File: config.mk
export PLATFORM = sky130hd
export DESIGN_NAME = prog_loader
export DESIGN_NICKNAME = d
export VERILOG_FILES = /design/src/rtl/prog_loader.sv
export SDC_FILE = /design/constraint.sdc
export NUM_CORES = 1
export LEC_CHECK = 0
export ABC_AREA = 1
export CAP_MARGIN = 20
export CORE_MARGIN = 2
export CORE_UTILIZATION = 47
export DETAILED_ROUTE_END_ITERATION = 12
export PLACE_DENSITY = 0.69
export SLEW_MARGIN = 20
export SYNTH_ARGS = -nofsm -noshare
export SYNTH_HDL_FRONTEND = slang
export SYNTH_SLANG_ARGS = --single-unit
File: constraint.sdc
create_clock -name clk -period 2.1 [get_ports clk]
set_input_delay 0.42 -clock clk [delete_from_list [all_inputs] [get_ports clk]]
set_output_delay 0.42 -clock clk [all_outputs]
set_load 0.02 [all_outputs]
File: src/rtl/prog_loader.sv
// prog_loader: byte-stream program loader, the writer side of instruction memory.
//
// Receives a 32-bit little-endian word count followed by that many
// little-endian 32-bit instruction words over an 8-bit valid/ready stream.
// It writes the words to consecutive imem addresses starting at 0, then
// releases the core by raising core_enable.
//
// Optional feature (macro PROG_LOADER_CHECKSUM_EN): after the data words, a
// 4-byte LSB-first checksum follows.  It is compared against the modulo-2**32
// sum of all written words.  A match goes to DONE, a mismatch to ERR.
//
// Handshake: a byte transfers on a rising clk edge where rx_valid && rx_ready.
// rx_data is sampled only on such an edge.  rx_valid while rx_ready=0 is held off.
//
// Ports:
//   clk          system clock
//   rstN         asynchronous active-low reset
//   rx_data      stream byte
//   rx_valid     rx_data valid
//   rx_ready     loader accepts a byte (decoded from state)
//   restart      single-cycle reload request, from any state
//   imem_we      imem write strobe, one cycle per word
//   imem_addr    imem word address
//   imem_wdata   instruction word
//   busy         load in progress
//   done         program loaded
//   error        load failed, sticky until restart or reset
//   core_enable  core run enable, equal to done
//   state_dbg_o  current FSM state, for observation

module prog_loader #(
  parameter int IMEM_DEPTH = 1024,
  parameter int ADDR_W     = 10
) (
  input  logic              clk,
  input  logic              rstN,
  input  logic [7:0]        rx_data,
  input  logic              rx_valid,
  output logic              rx_ready,
  input  logic              restart,
  output logic              imem_we,
  output logic [ADDR_W-1:0] imem_addr,
  output logic [31:0]       imem_wdata,
  output logic              busy,
  output logic              done,
  output logic              error,
  output logic              core_enable,
  output logic [2:0]        state_dbg_o
);

  typedef enum logic [2:0] {
    S_LEN   = 3'd0,
    S_DATA  = 3'd1,
    S_FLUSH = 3'd2,
    S_DONE  = 3'd3,
    S_ERR   = 3'd4
`ifdef PROG_LOADER_CHECKSUM_EN
    ,
    S_CHK   = 3'd5
`endif
  } state_t;

  localparam logic [31:0] DEPTH32 = 32'(IMEM_DEPTH);

  state_t              state_q;
  logic                run_q;      // low during reset and held low until the first clock after release
  logic [1:0]          cnt_q;      // byte position within the current 4-byte group
  logic [23:0]         asm_q;      // first three bytes of the group; byte 4 is taken straight from rx_data
  logic [31:0]         wcount_q;
  logic [ADDR_W-1:0]   idx_q;
  logic                imem_we_q;
  logic [ADDR_W-1:0]   imem_addr_q;
  logic [31:0]         imem_wdata_q;
  logic                busy_q;
  logic                done_q;
  logic                error_q;
`ifdef PROG_LOADER_CHECKSUM_EN
  logic [31:0]         sum_q;
`endif

  logic        hs;
  logic [31:0] word_w;
  logic        last_word;

  assign rx_ready  = run_q && ((state_q == S_LEN) || (state_q == S_DATA)
`ifdef PROG_LOADER_CHECKSUM_EN
                               || (state_q == S_CHK)
`endif
                              );
  assign hs        = rx_valid && rx_ready;
  // Complete LSB-first word when the 4th byte is on the bus.
  assign word_w    = {rx_data, asm_q};
  assign last_word = (({{(32-ADDR_W){1'b0}}, idx_q} + 32'd1) == wcount_q);

  assign imem_we     = imem_we_q;
  assign imem_addr   = imem_addr_q;
  assign imem_wdata  = imem_wdata_q;
  assign busy        = busy_q;
  assign done        = done_q;
  assign error       = error_q;
  assign core_enable = done_q;
  assign state_dbg_o = state_q;

  always_ff @(posedge clk or negedge rstN) begin
    if (!rstN) begin
      state_q      <= S_LEN;
      run_q        <= 1'b0;
      cnt_q        <= 2'd0;
      asm_q        <= 24'd0;
      wcount_q     <= 32'd0;
      idx_q        <= '0;
      imem_we_q    <= 1'b0;
      imem_addr_q  <= '0;
      imem_wdata_q <= 32'd0;
      busy_q       <= 1'b0;
      done_q       <= 1'b0;
      error_q      <= 1'b0;
`ifdef PROG_LOADER_CHECKSUM_EN
      sum_q        <= 32'd0;
`endif
    end else begin
      run_q     <= 1'b1;
      imem_we_q <= 1'b0;
      if (restart) begin
        // Any byte on the bus this cycle is discarded.  A write due from a
        // 4th byte accepted this cycle is also suppressed.
        state_q  <= S_LEN;
        cnt_q    <= 2'd0;
        asm_q    <= 24'd0;
        wcount_q <= 32'd0;
        idx_q    <= '0;
        busy_q   <= 1'b0;
        done_q   <= 1'b0;
        error_q  <= 1'b0;
`ifdef PROG_LOADER_CHECKSUM_EN
        sum_q    <= 32'd0;
`endif
      end else begin
        case (state_q)
          S_LEN: begin
            if (hs) begin
              busy_q <= 1'b1;
              asm_q  <= {rx_data, asm_q[23:8]};
              cnt_q  <= cnt_q + 2'd1;
              if (cnt_q == 2'd3) begin
                wcount_q <= word_w;
                if (word_w == 32'd0) begin
`ifdef PROG_LOADER_CHECKSUM_EN
                  state_q <= S_CHK;
`else
                  state_q <= S_DONE;
                  busy_q  <= 1'b0;
                  done_q  <= 1'b1;
`endif
                end else if (word_w > DEPTH32) begin
                  state_q <= S_ERR;
                  busy_q  <= 1'b0;
                  error_q <= 1'b1;
                end else begin
                  state_q <= S_DATA;
                end
              end
            end
          end
          S_DATA: begin
            if (hs) begin
              asm_q <= {rx_data, asm_q[23:8]};
              cnt_q <= cnt_q + 2'd1;
              if (cnt_q == 2'd3) begin
                imem_we_q    <= 1'b1;
                imem_addr_q  <= idx_q;
                imem_wdata_q <= word_w;
                idx_q        <= idx_q + 1'b1;
`ifdef PROG_LOADER_CHECKSUM_EN
                sum_q        <= sum_q + word_w;
                if (last_word) state_q <= S_CHK;
`else
                if (last_word) state_q <= S_FLUSH;
`endif
              end
            end
          end
          S_FLUSH: begin
            state_q <= S_DONE;
            busy_q  <= 1'b0;
            done_q  <= 1'b1;
          end
`ifdef PROG_LOADER_CHECKSUM_EN
          S_CHK: begin
            if (hs) begin
              asm_q <= {rx_data, asm_q[23:8]};
              cnt_q <= cnt_q + 2'd1;
              if (cnt_q == 2'd3) begin
                busy_q <= 1'b0;
                if (word_w == sum_q) begin
                  state_q <= S_DONE;
                  done_q  <= 1'b1;
                end else begin
                  state_q <= S_ERR;
                  error_q <= 1'b1;
                end
              end
            end
          end
`endif
          S_DONE:  state_q <= S_DONE;
          S_ERR:   state_q <= S_ERR;
          default: state_q <= S_LEN;
        endcase
      end
    end
  end

endmodule

==> metrics.md <==
| Metric | Value |
|---|---|
| N_diodes | 0 |
| Post-Synthesis Cells | 648 |
| CP max-delay cell | clkdlybuf4s50_1 |
| DRC viols | 0 |
| Synth area leader | dfrtp_1 |
| Worst-path fanout max | 6 |
| CP Cell Sequence | clkdlybuf4s50_1 |
| Die H | 110.0 um |
| Post-synth ARST share | 1.000 |
| Yosys warnings | 0 |
| Final period utilization | 0.9731 |
| Setup CP Type | reg -> out |
| Wire per inst | 14.38 um |
| P_leak | between 3 and 4 nW |
| IO Count | 63 |
| CP Data Required Time | around 1.7 ns |
| Top-count cell post-synth | nand2_1 |
| Core area | 0.01089 mm^2 |
| Synth Cell Area | between 0.005 and 0.006 mm^2 |
| Max Slew Vio Count | 0 |
| Worst min path class | in -> async |
| Worst hold margin | 0.4132 ns |
| Mapped Avg Cell Area | 8.148 um^2 |
| Worst VDD drop | 0.0005137 V |
| Pwr/cell area | 850.0 mW/mm^2 |
| GRT Overall Usage | 0.2308 |
| Peak Freq | 0.4894 GHz |
| DR vias/cell | 5.235 |
| Critical Path AT | 1.62 ns |
| Initial antenna violation count | 0 |
| Final Hold Fails | 0 |
| Synth cell count leaders | nand2_1, dfrtp_1, inv_1, nor2_1, o21ai_1 |
| Final setup vio count | 0 |
| Total CTS buffers | 17 |
| Largest net degree at the start of global routing | 53 |
| Setup crit end kind | output port |
| Worst slack at placement | -0.1608 ns |
| Critical path buffers and inverters | 1 |
| Flop2flop setup slack | 0.18 ns |
| TritonCTS clock tree | yes |
| Vias post-DR | between 4,000 and 5,000 |
| Worst path max stage delay | 0.65 ns |
| GRT overflow | 0 |
| Sequential Area | around 0.0030 mm^2 |
| Tmin final | 2.043 ns |
| Row Count | 38 |
| Max clock buf depth | 2 |
| Fill cells | 925 |
| Initial core utilization | 0.4849 |
| First-pass GRT wire length | about 21 mm |
| DP Wirelength | slightly below 9 mm |
| Final net count | roughly 740 |
| Final design utilization | 0.6214 |
| Die Width | 110.0 um |
| Syn Nets | 662 |
| Synth Flop Type | dfrtp_1 |
| Synth cell types | 31 |
| WL final | 12.57 mm |
| Post-DRT Antenna Nets | 0 |
| Post-synthesis sequential area ratio | 0.5592 |
| Die area | 0.01210 mm^2 |
| Number of buffers added on ports | 62 |
| First drt pass iteration count | 6 |
| Reg-to-Reg Start | state_dbg_o[2] |
| Vias in the first global route | 4,450 |
| RSZ-0062 raised after global routing | no |
| Area delta synth->final | 28.13% |
| Root Buffer | clkbuf_8 |
| Yosys reg bits | between 100 and 150 |
| DR iter-0 viols | roughly 420 |
| Clock Latency Late Sink | roughly 0.52 ns |
| Post-Route Skew | 0.007061 ns |
| PnR worst setup slack | 0.05650 ns |
| EDFF count, synth | 0 |
| Crit path from | state_dbg_o[2] |
| Share of cells above drive strength 1 | 0.08311 |
| Htree depth | 4 |
| Synth top area share | 0.5592 |
| Post-route setup TNS | 0 ns |
| Clock transition at path regs | around 0.06 ns |
| Outcome | finished clean |
| Multi-input gate area | 0.001927 mm^2 |
| Post-placement cell count | between 800 and 900 |
| Top cells by area, synth | dfrtp_1, nand2_1, inv_1 |
| Clock sink count | 118 |
| Post-route insts no fill | just under 900 |
| CP delay by family, top | buffers and inverters |
| Worst setup SP type | register |
| Final Wtd Congestion | 0.8560 |
| Max-cap violations | 0 |
==> state kept, by name (all words and copies together), names as in the netlist <==
signal	count
state_dbg_o	3
core_enable	1
run_q	1
busy	1
cnt_q	2
idx_q	10
wcount_q	32
error	1
imem_wdata	32
imem_we	1
imem_addr	10
asm_q	24
==> power by group <==
group / internal [mW] / switching (mW) / total, mW
clock: 2.02 / 1.03 / 3.05
sequential: 2.33 / 0.0313 / 2.36
combinational: 0.117 / 0.224 / 0.341
total: 4.46 / 1.29 / 5.75
==> metal layers <==
metal | vias to the layer above | wire (um) | track usage
met3 | 21 | 645 | 0.05703
met5 | - | 0 | 0
met2 | 151 | 6083 | 0.3637
met1 | 2184 | 5638 | 0.3079
met4 | 0 | 202 | 0.09042
li1 | 2219 | - | -
==> timing repair <==
action | 4_1_cts | 5_1_grt
cloned | 0 | 0
hold buffers | 1 | 0
setup buffers | 0 | 1
gates resized for setup | 1 | 3
setup endpoints to repair | 1 | 3
endpoints found under the hold margin | 33 | 0
==> logic make-up (layout without fill, tap and decap cells) <==
group,count (synthesis),count (layout),share of synthesized area
AO/OA/AOI/OAI,103,103,0.1019
adder cells (fa/ha/maj),2,2,0.004739
buffers and inverters,99,185,0.07820
flip-flops,118,118,0.5592
other,1,1,0.0007102
AND/OR/NAND/NOR,325,325,0.2552
==> metrics by stage <==
| step | power, mW | cell area [um^2] |
|---|---|---|
| finish | 5.751 | 6765 |
| global route | 5.962 | 6765 |
| CTS | 5.786 | 6744 |
| detailed placement | 2.738 | 6105 |
| global placement | 2.727 | 6105 |
| floorplan | 2.578 | 5280 |
==> layout make-up <==
cell class	instances	area share
clock buffers	21	0.06787
clock inverters	11	0.02534
flip-flops and latches	118	0.4367
multi-input cells	431	0.2848
inverters	73	0.04050
well taps	140	0.02589
repair buffers	80	0.1189
==> final timing paths <==
path / endpoint / cells after the start
worst max-delay path: state_dbg_o[2] / 1
worst min-delay path: imem_addr[9] / 2
worst max register to register: state_dbg_o[0] / 12
worst min register to register: wcount_q[23] / 2
max in group asynchronous: idx_q[1] / 3
min in group clk: wcount_q[23] / 2
==> layout by cell type, fill, tap and decap left out, drive strengths merged, types with 5 or more instances in the layout <==
master / count
o21ai: 86
inv: 74
nand2: 201
nand4: 13
clkbuf: 21
clkdlybuf4s50: 60
o22ai: 7
dfrtp: 118
clkinvlp: 5
nor2: 69
a21oi: 5
buf: 18
nand3: 33
No activity file was read; power rests on OpenSTA's default activity.
